File: config.mk
export PLATFORM = sky130hd
export DESIGN_NAME = trng_sched
export DESIGN_NICKNAME = d
export VERILOG_FILES = /design/src/rtl/trng_sched.sv
export SDC_FILE = /design/constraint.sdc
export NUM_CORES = 1
export LEC_CHECK = 0
export BUFFER_PORTS_ARGS = -buffer_cell sky130_fd_sc_hd__buf_2
export CELL_PAD_IN_SITES_DETAIL_PLACEMENT = 1
export CELL_PAD_IN_SITES_GLOBAL_PLACEMENT = 1
export CORE_UTILIZATION = 40
export CTS_BUF_LIST = sky130_fd_sc_hd__clkbuf_4 sky130_fd_sc_hd__clkbuf_8
export CTS_CLUSTER_SIZE = 12
export DETAILED_ROUTE_END_ITERATION = 10
export PLACE_DENSITY = 0.76
export SYNTH_ARGS = -nofsm -noshare
export SYNTH_HDL_FRONTEND = slang
export SYNTH_SLANG_ARGS = --single-unit
File: constraint.sdc
create_clock -name clk -period 2.3 [get_ports clk]
set_input_delay 0.115 -clock clk [delete_from_list [all_inputs] [get_ports clk]]
set_output_delay 0.115 -clock clk [all_outputs]
set_load 0.01 [all_outputs]
File: src/rtl/trng_sched.sv
// rtl/trng_sched.sv - TRNG sampling scheduler with warmup, word packing and repetition health test
//
// Purpose: samples a raw TRNG byte stream every SAMPLE_DIV cycles, throws away
// the first WARMUP_SAMPLES samples after enable, packs the next four samples
// into a 32-bit word (first sample in the low byte) and presents it with a
// valid/ready handshake. Every sample taken while active also feeds a
// repetition-count health test. REP_LIMIT identical samples in a row latch a
// sticky failure that only rst clears.
//
// Ports:
//   clk         - system clock, rising edge
//   rst         - synchronous active-high reset
//   en          - level enable for sampling
//   rnddata     - raw byte from the TRNG core
//   out_ready   - consumer ready
//   out_valid   - packed word available
//   out_data    - packed random word
//   health_fail - sticky health-test failure
//   busy        - high in every state except IDLE and FAIL

module trng_sched #(
    parameter int SAMPLE_DIV     = 500,
    parameter int WARMUP_SAMPLES = 64,
    parameter int REP_LIMIT      = 4
) (
    input  logic        clk,
    input  logic        rst,
    input  logic        en,
    input  logic [7:0]  rnddata,
    input  logic        out_ready,
    output logic        out_valid,
    output logic [31:0] out_data,
    output logic        health_fail,
    output logic        busy
);

    localparam int DIV_W = (SAMPLE_DIV > 2) ? $clog2(SAMPLE_DIV) : 1;
    localparam int WU_W  = $clog2(WARMUP_SAMPLES + 1);

    localparam logic [DIV_W-1:0] DIV_LAST = DIV_W'(SAMPLE_DIV - 1);
    localparam logic [WU_W-1:0]  WU_LAST  = WU_W'(WARMUP_SAMPLES - 1);
    localparam logic [3:0]       REP_MAX  = 4'(REP_LIMIT);

    typedef enum logic [2:0] {
        S_IDLE,
        S_WARMUP,
        S_COLLECT,
        S_PRESENT,
        S_FAIL
    } state_t;

    state_t           state;
    state_t           state_next;
    logic [DIV_W-1:0] div_cnt;
    logic [WU_W-1:0]  wu_cnt;
    logic [1:0]       byte_idx;
    logic [3:0]       rep_cnt;
    logic [7:0]       prev_sample;

    logic       active;
    logic       strobe;
    logic [3:0] rep_next;
    logic       rep_hit;
    logic       handshake;
    logic       pack_write;

    assign active    = (state == S_WARMUP) || (state == S_COLLECT) || (state == S_PRESENT);
    assign strobe    = active && (div_cnt == DIV_LAST);
    assign handshake = (state == S_PRESENT) && out_ready;

    // rep_cnt == 0 marks "no previous sample since enable", so the first
    // sample always restarts the run at 1 even if it happens to equal 0.
    // rep_cnt never exceeds REP_LIMIT (<= 15), so the increment cannot wrap.
    assign rep_next = ((rep_cnt != 4'd0) && (rnddata == prev_sample)) ? rep_cnt + 4'd1 : 4'd1;
    assign rep_hit  = strobe && (rep_next >= REP_MAX);

    // A sample is packed only when it is not being lost to a failure or a
    // disable in the same cycle; out_data is otherwise untouched.
    assign pack_write = (state == S_COLLECT) && strobe && en && !rep_hit;

    assign out_valid   = (state == S_PRESENT);
    assign health_fail = (state == S_FAIL);
    assign busy        = active;

    always_ff @(posedge clk) begin
        if (rst) begin
            state <= S_IDLE;
        end else begin
            state <= state_next;
        end
    end

    always_comb begin
        state_next = state;
        case (state)
            S_IDLE: begin
                if (en) begin
                    state_next = S_WARMUP;
                end
            end
            S_WARMUP, S_COLLECT, S_PRESENT: begin
                // Failure wins over disable, handshake and any state advance.
                if (rep_hit) begin
                    state_next = S_FAIL;
                end else if (!en) begin
                    state_next = S_IDLE;
                end else begin
                    case (state)
                        S_WARMUP: begin
                            if (strobe && (wu_cnt == WU_LAST)) begin
                                state_next = S_COLLECT;
                            end
                        end
                        S_COLLECT: begin
                            if (strobe && (byte_idx == 2'd3)) begin
                                state_next = S_PRESENT;
                            end
                        end
                        default: begin
                            if (handshake) begin
                                state_next = S_COLLECT;
                            end
                        end
                    endcase
                end
            end
            S_FAIL: begin
                state_next = S_FAIL;
            end
            default: begin
                state_next = S_IDLE;
            end
        endcase
    end

    always_ff @(posedge clk) begin
        if (rst) begin
            div_cnt     <= '0;
            wu_cnt      <= '0;
            byte_idx    <= 2'd0;
            rep_cnt     <= 4'd0;
            prev_sample <= 8'd0;
            out_data    <= 32'd0;
        end else begin
            // Divider: held at zero in IDLE so WARMUP always starts from a
            // full period, free-running while active, frozen in FAIL.
            if (state == S_IDLE) begin
                div_cnt <= '0;
            end else if (active) begin
                div_cnt <= strobe ? '0 : div_cnt + 1'b1;
            end

            if (state == S_IDLE) begin
                wu_cnt <= '0;
            end else if ((state == S_WARMUP) && strobe && !rep_hit) begin
                wu_cnt <= wu_cnt + 1'b1;
            end

            // Health history is forgotten whenever we sit in IDLE, which is
            // where every disable lands.
            if (state == S_IDLE) begin
                rep_cnt     <= 4'd0;
                prev_sample <= 8'd0;
            end else if (strobe) begin
                rep_cnt     <= rep_next;
                prev_sample <= rnddata;
            end

            // Byte index only advances while packing; any other state
            // restarts the next word at byte 0.
            if (state != S_COLLECT) begin
                byte_idx <= 2'd0;
            end else if (pack_write) begin
                byte_idx <= byte_idx + 2'd1;
            end

            if (pack_write) begin
                out_data[{byte_idx, 3'b000} +: 8] <= rnddata;
            end
        end
    end

endmodule

# Yosys cells after proc, flatten, opt, wreduce, memory -nomap -nowiden
# Index checks and enable logic that the tools add are counted.
[word_totals]
register_bits = 65
latch_bits = 0
mem_bits_rw = 0
romBits = 0
inputBits = 12
elab_cells = 59
memories = 0
[op_classes]
n_addsub = 5
mul = 0
div_mod_pow = 0
order_cmp = 1
n_eq_ne = 13
shifts = 2
n_mux = 11
n_bitwise = 0
n_reduce_logical = 20
[ops]
columns = ["op", "n"]
rows = [
  ["32-bit bitwise mux", 1],
  ["8-bit by 7-bit variable shift with 32-bit output (first input constant)", 1],
  ["8-bit by 7-bit indexed part select with 32-bit output", 1],
  ["3-bit 2-to-1 mux", 6],
  ["1-bit logical AND", 11],
  ["5-bit != test (second input constant)", 2],
  ["9-bit by 1-bit adder with 9-bit output (second input constant)", 1],
  ["9-bit equality test (second input constant)", 1],
  ["9-bit 2-to-1 mux", 1],
  ["3-bit case mux with 3 select lines", 1],
  ["8-bit equality test", 1],
  ["7-bit by 1-bit adder with 7-bit output (second input constant)", 1],
  ["7-bit by 6-bit equality test with 1-bit output (second input constant)", 1],
  ["5-bit negation with 7-bit output", 1],
  ["3-bit by 2-bit equality test with 1-bit output (second input constant)", 2],
  ["6-bit != test (second input constant)", 1],
  ["3-bit case mux with 2 select lines", 1],
  ["4-bit by 1-bit adder with 4-bit output (second input constant)", 1],
  ["4-bit by 3-bit greater-or-equal comparator with 1-bit output (second input constant)", 1],
  ["4-bit 2-to-1 mux", 1],
  ["4-bit AND reduction", 1],
  ["4-bit nonzero test", 1],
  ["2-bit OR reduction", 2],
  ["3-bit by 1-bit equality test with 1-bit output (second input constant)", 1],
  ["9 further kinds", 10],
]

# Logic depth before layout (Yosys ltp)
# Gate-level depths: netlist of run 1.
[logic_depth]
word_depth = 10
depth_mapped = 8
mapped_depth_nobuf = 7

# Worst setup path after synthesis of run 1
# Ideal clock, no wire load.
[synth_timing]
path_kind = "flip-flop to flip-flop"
startpoint = "reg rep_cnt[0]"
endpoint = "reg wu_cnt[0]"
setup_time_ns = 0.126
arrival_time_ns = 1.754
required_ns = 2.174
slack_ns = 0.420
path_stages_with_launch = 8
period_less_slack_ns = 1.880
cell_sequence = "dfxtp_1 > inv_1 > ha_1 > nor3b_1 > or3_4 > nor4_4 > a21oi_1 > mux2i_1"
[synth_via]
elab_chain_len = 7
[synth_rtl]
columns = ["item", "line_no", "source"]
rows = [
  ["start, declared", "57", "logic [3:0] rep_cnt;"],
  ["start signal, assigned", "165", "rep_cnt <= rep_next;"],
  ["parallel branches: the longest is 2 deep, another holds 4-bit by 1-bit adder with 4-bit output", "--", ""],
  ["4-bit 2-to-1 mux *", "74", "assign rep_next = ((rep_cnt != 4'd0) && (rnddata == prev_sample)) ? rep_cnt + 4'd1 : 4'd1;"],
  ["4-bit by 3-bit greater-or-equal comparator with 1-bit output *", "75", "assign rep_hit = strobe && (rep_next >= REP_MAX);"],
  ["1-bit logical AND *", "75", ""],
  ["1-bit logical NOT *", "155", "end else if ((state == S_WARMUP) && strobe && !rep_hit) begin"],
  ["1-bit logical AND *", "155", ""],
  ["end signal, assigned", "156", "wu_cnt <= wu_cnt + 1'b1;"],
  ["end, declared", "55", "logic [WU_W-1:0] wu_cnt;"],
]
# Mark *: on every way between the ends.
# A chain may end at the register's enable or synchronous reset.

# Final worst setup path of run 1
# Ends and elaborated chain as after synthesis.

==> impl_metrics.toml, run 1 <==
[cts]
cts.clk_slew.worst_paths_ns = 0.09
cts_buffers = 9
cts_tree = "done"
cts_buffer_depth = 2
post_cts_buffers = 0
clk_latency_ns = 0.37
cts_root_buf = "clkbuf_8"
clock_sinks = 65
ctsResizeCount = 0
holdBufCountCts = 0
htree_num_levels = 3

[cells_and_area]
layout-drive-gt1-share_pct = 19.7
finalNetCount = 457
area_delta_synth_final_pct = 19.1
n_antenna_cell = 0
stdcell_count = 543
final_area_um2 = 3960
utilization_pct = 50.2

[setup_path]
crit_family = "simple AND/OR/NAND/NOR gates"
cp-end-kind = "flip-flop"
worst-path-max-fanout = 6
critical-path-slowest-cell = "or3_4"
worstPathCellList = "inv_1 -> ha_1 -> nor3b_1 -> or3_4 -> nor4_4 -> a21oi_1 -> mux2i_1"
worstSetupPathType = "reg2reg"
worstSetupStartpointType = "flip-flop"
cp.required_ns = 2.54
cp_slowest_stage_delay_ns = 0.42
worstPathArrival_ns = 2.30
worst-path-buf-inv = 1

[route]
vias = 2866
dr.pass1.iters = 4
vias_per_cell = 5.28
wl_um = 9050
ant_nets = 0
first_iter_violations = 85
route.detailed.wl_per_inst_um = 16.7
remaining_drc_errors = 0

[floorplan]
die-area_um2 = 8680
die_h_um = 93.2
row_count = 32
die_w_um = 93.2
io_pins = 47
start_util_pct = 42.1
core_area_um2 = 7890

[sta]
rsz0062_at_grt = "no"
worst_pin_slew_ns = 0.588
worst_clock_skew_ns = 0.0159
fin_ws_ns = 0.238
drv_slew = 0
hold_violations = 0
slew_headroom_pct = 60.7
fin_crit_sh_pct = 89.7
fin_hold_ws_ns = 0.00800
setup_viol = 0
max_freq_ghz = 0.485
period_needed_ns = 2.06
totalNegativeSetupSlack_ns = 0

[global_routing]
grt_use_total_pct = 22.5
antenna_found_initial = 0
grt_max_degree = 30
grt_first_pass_wirelength_um = 14900
grt_pass1_vias = 2986
overflow = 0

[yosys]
synth_area_um2 = 3320
syn_nets = 402
synth_cell_types = 42
yosysSeqAreaShare_pct = 39.1
ys_seq_elements = 65
avgSynthCellArea_um2 = 8.73
yosysWarnings = 0
synth-edff-count = 0
ys.flop_type = "dfxtp_1"
synthArstFlopShare_pct = 0
syn_inst = 381

[run]
drv_cap = 0

[worst_hold_path]
hp-class = "in2reg"

[place]
gp_congestion = 0.819
place_ws_ns = 0.261
numPortBuffers = 46
dp.cells = 527
post_dp_cell_area_um2 = 3710
post-dp-hpwl_um = 6370

[power_and_ir_drop]
power_density_nw_per_um2 = 632
total_power_mw = 2.50
p_leak_nw = 1.41
ir_drop_mv = 0.267

[outcome]
status = "complete, no violations"
logic make-up after synthesis:
kind of cell	after synthesis	share of synthesized area, %
simple gates	194	30.4
flops	65	39.1
mux	40	12.0
compound gates	36	8.09
buf+inv	21	2.71
xor+xnor	16	4.22
fa+ha+maj	9	3.39
worst register-to-register path, cell delays in order (launching register included):
cell and delay, ns:
dfxtp_1 0.41, inv_1 0.07, ha_1 0.19, nor3b_1 0.16, or3_4 0.42, nor4_4 0.36, a21oi_1 0.19, mux2i_1 0.15
cells in the mapped netlist, types with 5 or more instances:
cell      instances  area (um^2)
dfxtp_1          65         1300
nor2_1           17         63.8
nand2b_1         34          213
nor2b_1          12         75.1
nor3b_1           5         37.5
xor2_1            5         43.8
clkbuf_1         11         41.3
or3_1             6         37.5
inv_1             5         18.8
nand4_1          12         75.1
nand3_1          13         65.1
a21oi_1          17         85.1
mux2i_1          40          400
xnor2_1          11         96.3
ha_1              9          113
nand2_1          76          285
final timing paths:
check                           depth (start not counted)        endpoint  slack (ns)           start
worst max-delay path                                    7       wu_cnt[0]        0.24      rep_cnt[0]
worst min-delay path                                    3  prev_sample[2]       0.008      rnddata[2]
worst max register to register                          7       wu_cnt[0]        0.24      rep_cnt[0]
worst min register to register                          2  prev_sample[6]        0.47  prev_sample[6]
where the power goes:
part           switching (mW)  internal [mW]  total (mW)  leakage (nW)
clock                   0.486          0.738        1.22         0.124
combinational          0.0960         0.0501       0.146         0.767
sequential            0.00348           1.13        1.13         0.524
total                   0.585           1.92        2.50          1.41
state kept, by name, summed over array words and instances, names as in the netlist:
signal / flops
byte_idx: 2
div_cnt: 9
out_data: 32
prev_sample: 8
rep_cnt: 4
state: 3
wu_cnt: 7
cells in the final DEF (no fill, tap or decap), types with 2 or more instances in the layout:
cell       synthesis  routed
or3_1              6       6
nor3b_1            5       5
a21oi_1           17      17
nor2b_1           12      12
nand2_1           76      76
buf_4              0      13
dfxtp_1           65      65
or2_2              2       2
nand4_1           12      12
o21ai_0            4       4
nor2_1            17      17
mux2i_1           40      40
bufinv_16          0       3
nand2b_1          34      34
a31oi_1            3       3
clkinv_4           0       3
xnor2_1           11      11
clkbuf_8           0       9
xor2_1             5       5
a21oi_4            4       4
ha_1               9       9
buf_2              3      46
a211oi_1           4       4
inv_1              5       5
nand3_1           13      13
nor3_1             4       4
cell type report:
type | count | area, um^2
multi-input combinational | 295 | 1930
inverter | 6 | 22.5
clock inverter | 6 | 116
clock buffer | 10 | 131
sequential | 65 | 1300
tap | 102 | 128
timing repair buffer | 59 | 328
fill | 981 | 3930
routing by layer:
layer  vias up  track usage [%]  share of wire, %
li1       1408                -                 -
met1      1390             27.9                47
met2        49             37.9                48
met3        19             5.53               3.3
met4         0             7.69               1.7
met5         -                0                 0
Power figures use the tool's default switching activity.
==> run 2, diff against run 1 <==
--- a/config.mk
+++ b/config.mk
@@ -5,6 +5,7 @@
 export SDC_FILE = /design/constraint.sdc
 export NUM_CORES = 1
 export LEC_CHECK = 0
+export ABC_CLOCK_PERIOD_IN_PS = 2300
 export BUFFER_PORTS_ARGS = -buffer_cell sky130_fd_sc_hd__buf_2
 export CELL_PAD_IN_SITES_DETAIL_PLACEMENT = 1
 export CELL_PAD_IN_SITES_GLOBAL_PLACEMENT = 1
@@ -13,6 +14,7 @@
 export CTS_CLUSTER_SIZE = 12
 export DETAILED_ROUTE_END_ITERATION = 10
 export PLACE_DENSITY = 0.76
+export RECOVER_POWER = 100
 export SYNTH_ARGS = -nofsm -noshare
 export SYNTH_HDL_FRONTEND = slang
 export SYNTH_SLANG_ARGS = --single-unit
==> run 2 against run 1 <==
Net effect:
- clock skew is essentially flat
- die area is the same
- clock-buffer cell count is the same
- via count shrank 0.35%
- worst setup slack lost 0.076 ns
- largest cell class unchanged
- highest routed layer unchanged
==> impl_metrics.toml, run 2 (synthesized netlist as in run 1, its figures left out) <==
[outcome]
status = "complete, no violations"

[place]
numPortBuffers = 46
post-dp-hpwl_um = 6370
gp_congestion = 0.819

[route]
remaining_drc_errors = 0
vias = 2856
wl_um = 9030
dr.pass1.iters = 4
first_iter_violations = 77
ant_nets = 0
route.detailed.wl_per_inst_um = 16.6
vias_per_cell = 5.26

[cts]
clock_sinks = 65
htree_num_levels = 3
cts_buffers = 9
cts_root_buf = "clkbuf_8"
clk_latency_ns = 0.36
cts_tree = "done"
post_cts_buffers = 0
ctsResizeCount = 0
cts_buffer_depth = 2
cts.clk_slew.worst_paths_ns = 0.09
holdBufCountCts = 0

[worst_hold_path]
hp-class = "in2reg"
min_path_cells = 3

[global_routing]
use_met2_pct = 37.9
grt_first_pass_wirelength_um = 14900
met1_usage_pct = 27.9
overflow = 0
grt_pass1_vias = 2986
grt_use_total_pct = 22.5
antenna_found_initial = 0
grt.met3_usage_pct = 5.53
grt_max_degree = 30
grt_busiest_layer = "met2"

[sta]
worst_pin_slew_ns = 0.587
hold_violations = 0
totalNegativeSetupSlack_ns = 0
max_freq_ghz = 0.468
period_needed_ns = 2.14
rsz0062_at_grt = "no"
slew_headroom_pct = 60.8
worst_clock_skew_ns = 0.0162
drv_slew = 0
setup_viol = 0
fin_hold_ws_ns = 0.0128
fin_crit_sh_pct = 93.0

[setup_path]
reg2reg_depth = 7
cp_slowest_stage_delay_ns = 0.45
path_depth = 7
worst-path-buf-inv = 1
worstPathCellList = "ha_1 -> xor2_1 -> nor2_1 -> a211oi_4 -> clkbuf_2 -> a21oi_4 -> mux2i_1"
worst-path-max-fanout = 11
cp-end-kind = "flip-flop"
worstSetupStartpointType = "flip-flop"
crit_family = "compound AO/OA/AOI/OAI gates"
cp.required_ns = 2.59
worstPathArrival_ns = 2.43
worstSetupPathType = "reg2reg"
critical-path-slowest-cell = "a21oi_4"

[cells_and_area]
n_antenna_cell = 0
final_cell_mix = "nand2_1, dfxtp_1, mux2i_1, nand2b_1, clkbuf_1"
nFillCells = 984
area_delta_synth_final_pct = 17.7
largest_reg_flops = 32
utilization_pct = 49.6
top_regs = "out_data (32), div_cnt (9), prev_sample (8)"
largest-register = "out_data"
layout-drive-gt1-share_pct = 12.0
finalNetCount = 457
final_common_cell = "nand2_1"

[floorplan]
die_w_um = 93.2
row_count = 32
die-area_um2 = 8680
start_util_pct = 42.1
core_area_um2 = 7890
die_h_um = 93.2
io_pins = 47

[power_and_ir_drop]
ir_drop_mv = 0.266
power_density_nw_per_um2 = 638
p_leak_nw = 1.26

[run]
drv_cap = 0
[run 2: worst min-delay path: cells and delay by family]
kind | cells | cell delay [ns]
buffers and inverters | 1 | 0.12
and+or+nand+nor | 1 | 0.05
AOI/OAI and AO/OA | 1 | 0.05
[run 2: power by group]
| group | leakage [nW] | switching, mW | internal (mW) | total, mW |
|---|---|---|---|---|
| registers | 0.524 | 0.00351 | 1.13 | 1.13 |
| clock network | 0.124 | 0.484 | 0.738 | 1.22 |
| logic | 0.616 | 0.0950 | 0.0500 | 0.145 |
[run 2: path summary, 6_finish.rpt]
check,start,to,slack (ns)
hold reg to reg,prev_sample[6],prev_sample[6],0.47
hold / removal,rnddata[2],prev_sample[2],0.01
setup reg to reg,rep_cnt[0],out_data[12],0.16
setup / recovery,rep_cnt[0],out_data[12],0.16
[run 2: through the flow]
step | cell area (um^2) | power [mW] | worst slack, ns | instances
after global placement | 3710 | 1.30 | 0.339 | 527
after detailed placement | 3710 | 1.30 | 0.261 | 527
after CTS | 3960 | 2.52 | 0.223 | 543
final | 3910 | 2.50 | 0.162 | 543
after global routing | 3910 | 2.59 | 0.0401 | 543
after floorplan | 3320 | 1.24 | 0.420 | 381
[run 2: area by class of cell]
cell class | instances | area [um^2] | share of cell area (%)
clock buffers | 10 | 131 | 3.36
well taps | 102 | 128 | 3.26
inverters | 6 | 22.5 | 0.576
repair buffers | 59 | 280 | 7.16
clock inverters | 6 | 116 | 2.97
multi-input cells | 295 | 1930 | 49.4
flip-flops and latches | 65 | 1300 | 33.3
[run 2: per-layer routing]
layer	vias to the layer above	part of all wire, %
li1	1409	-
met1	1384	46
met2	49	48
met3	14	4.0
met4	0	1.5
met5	-	0
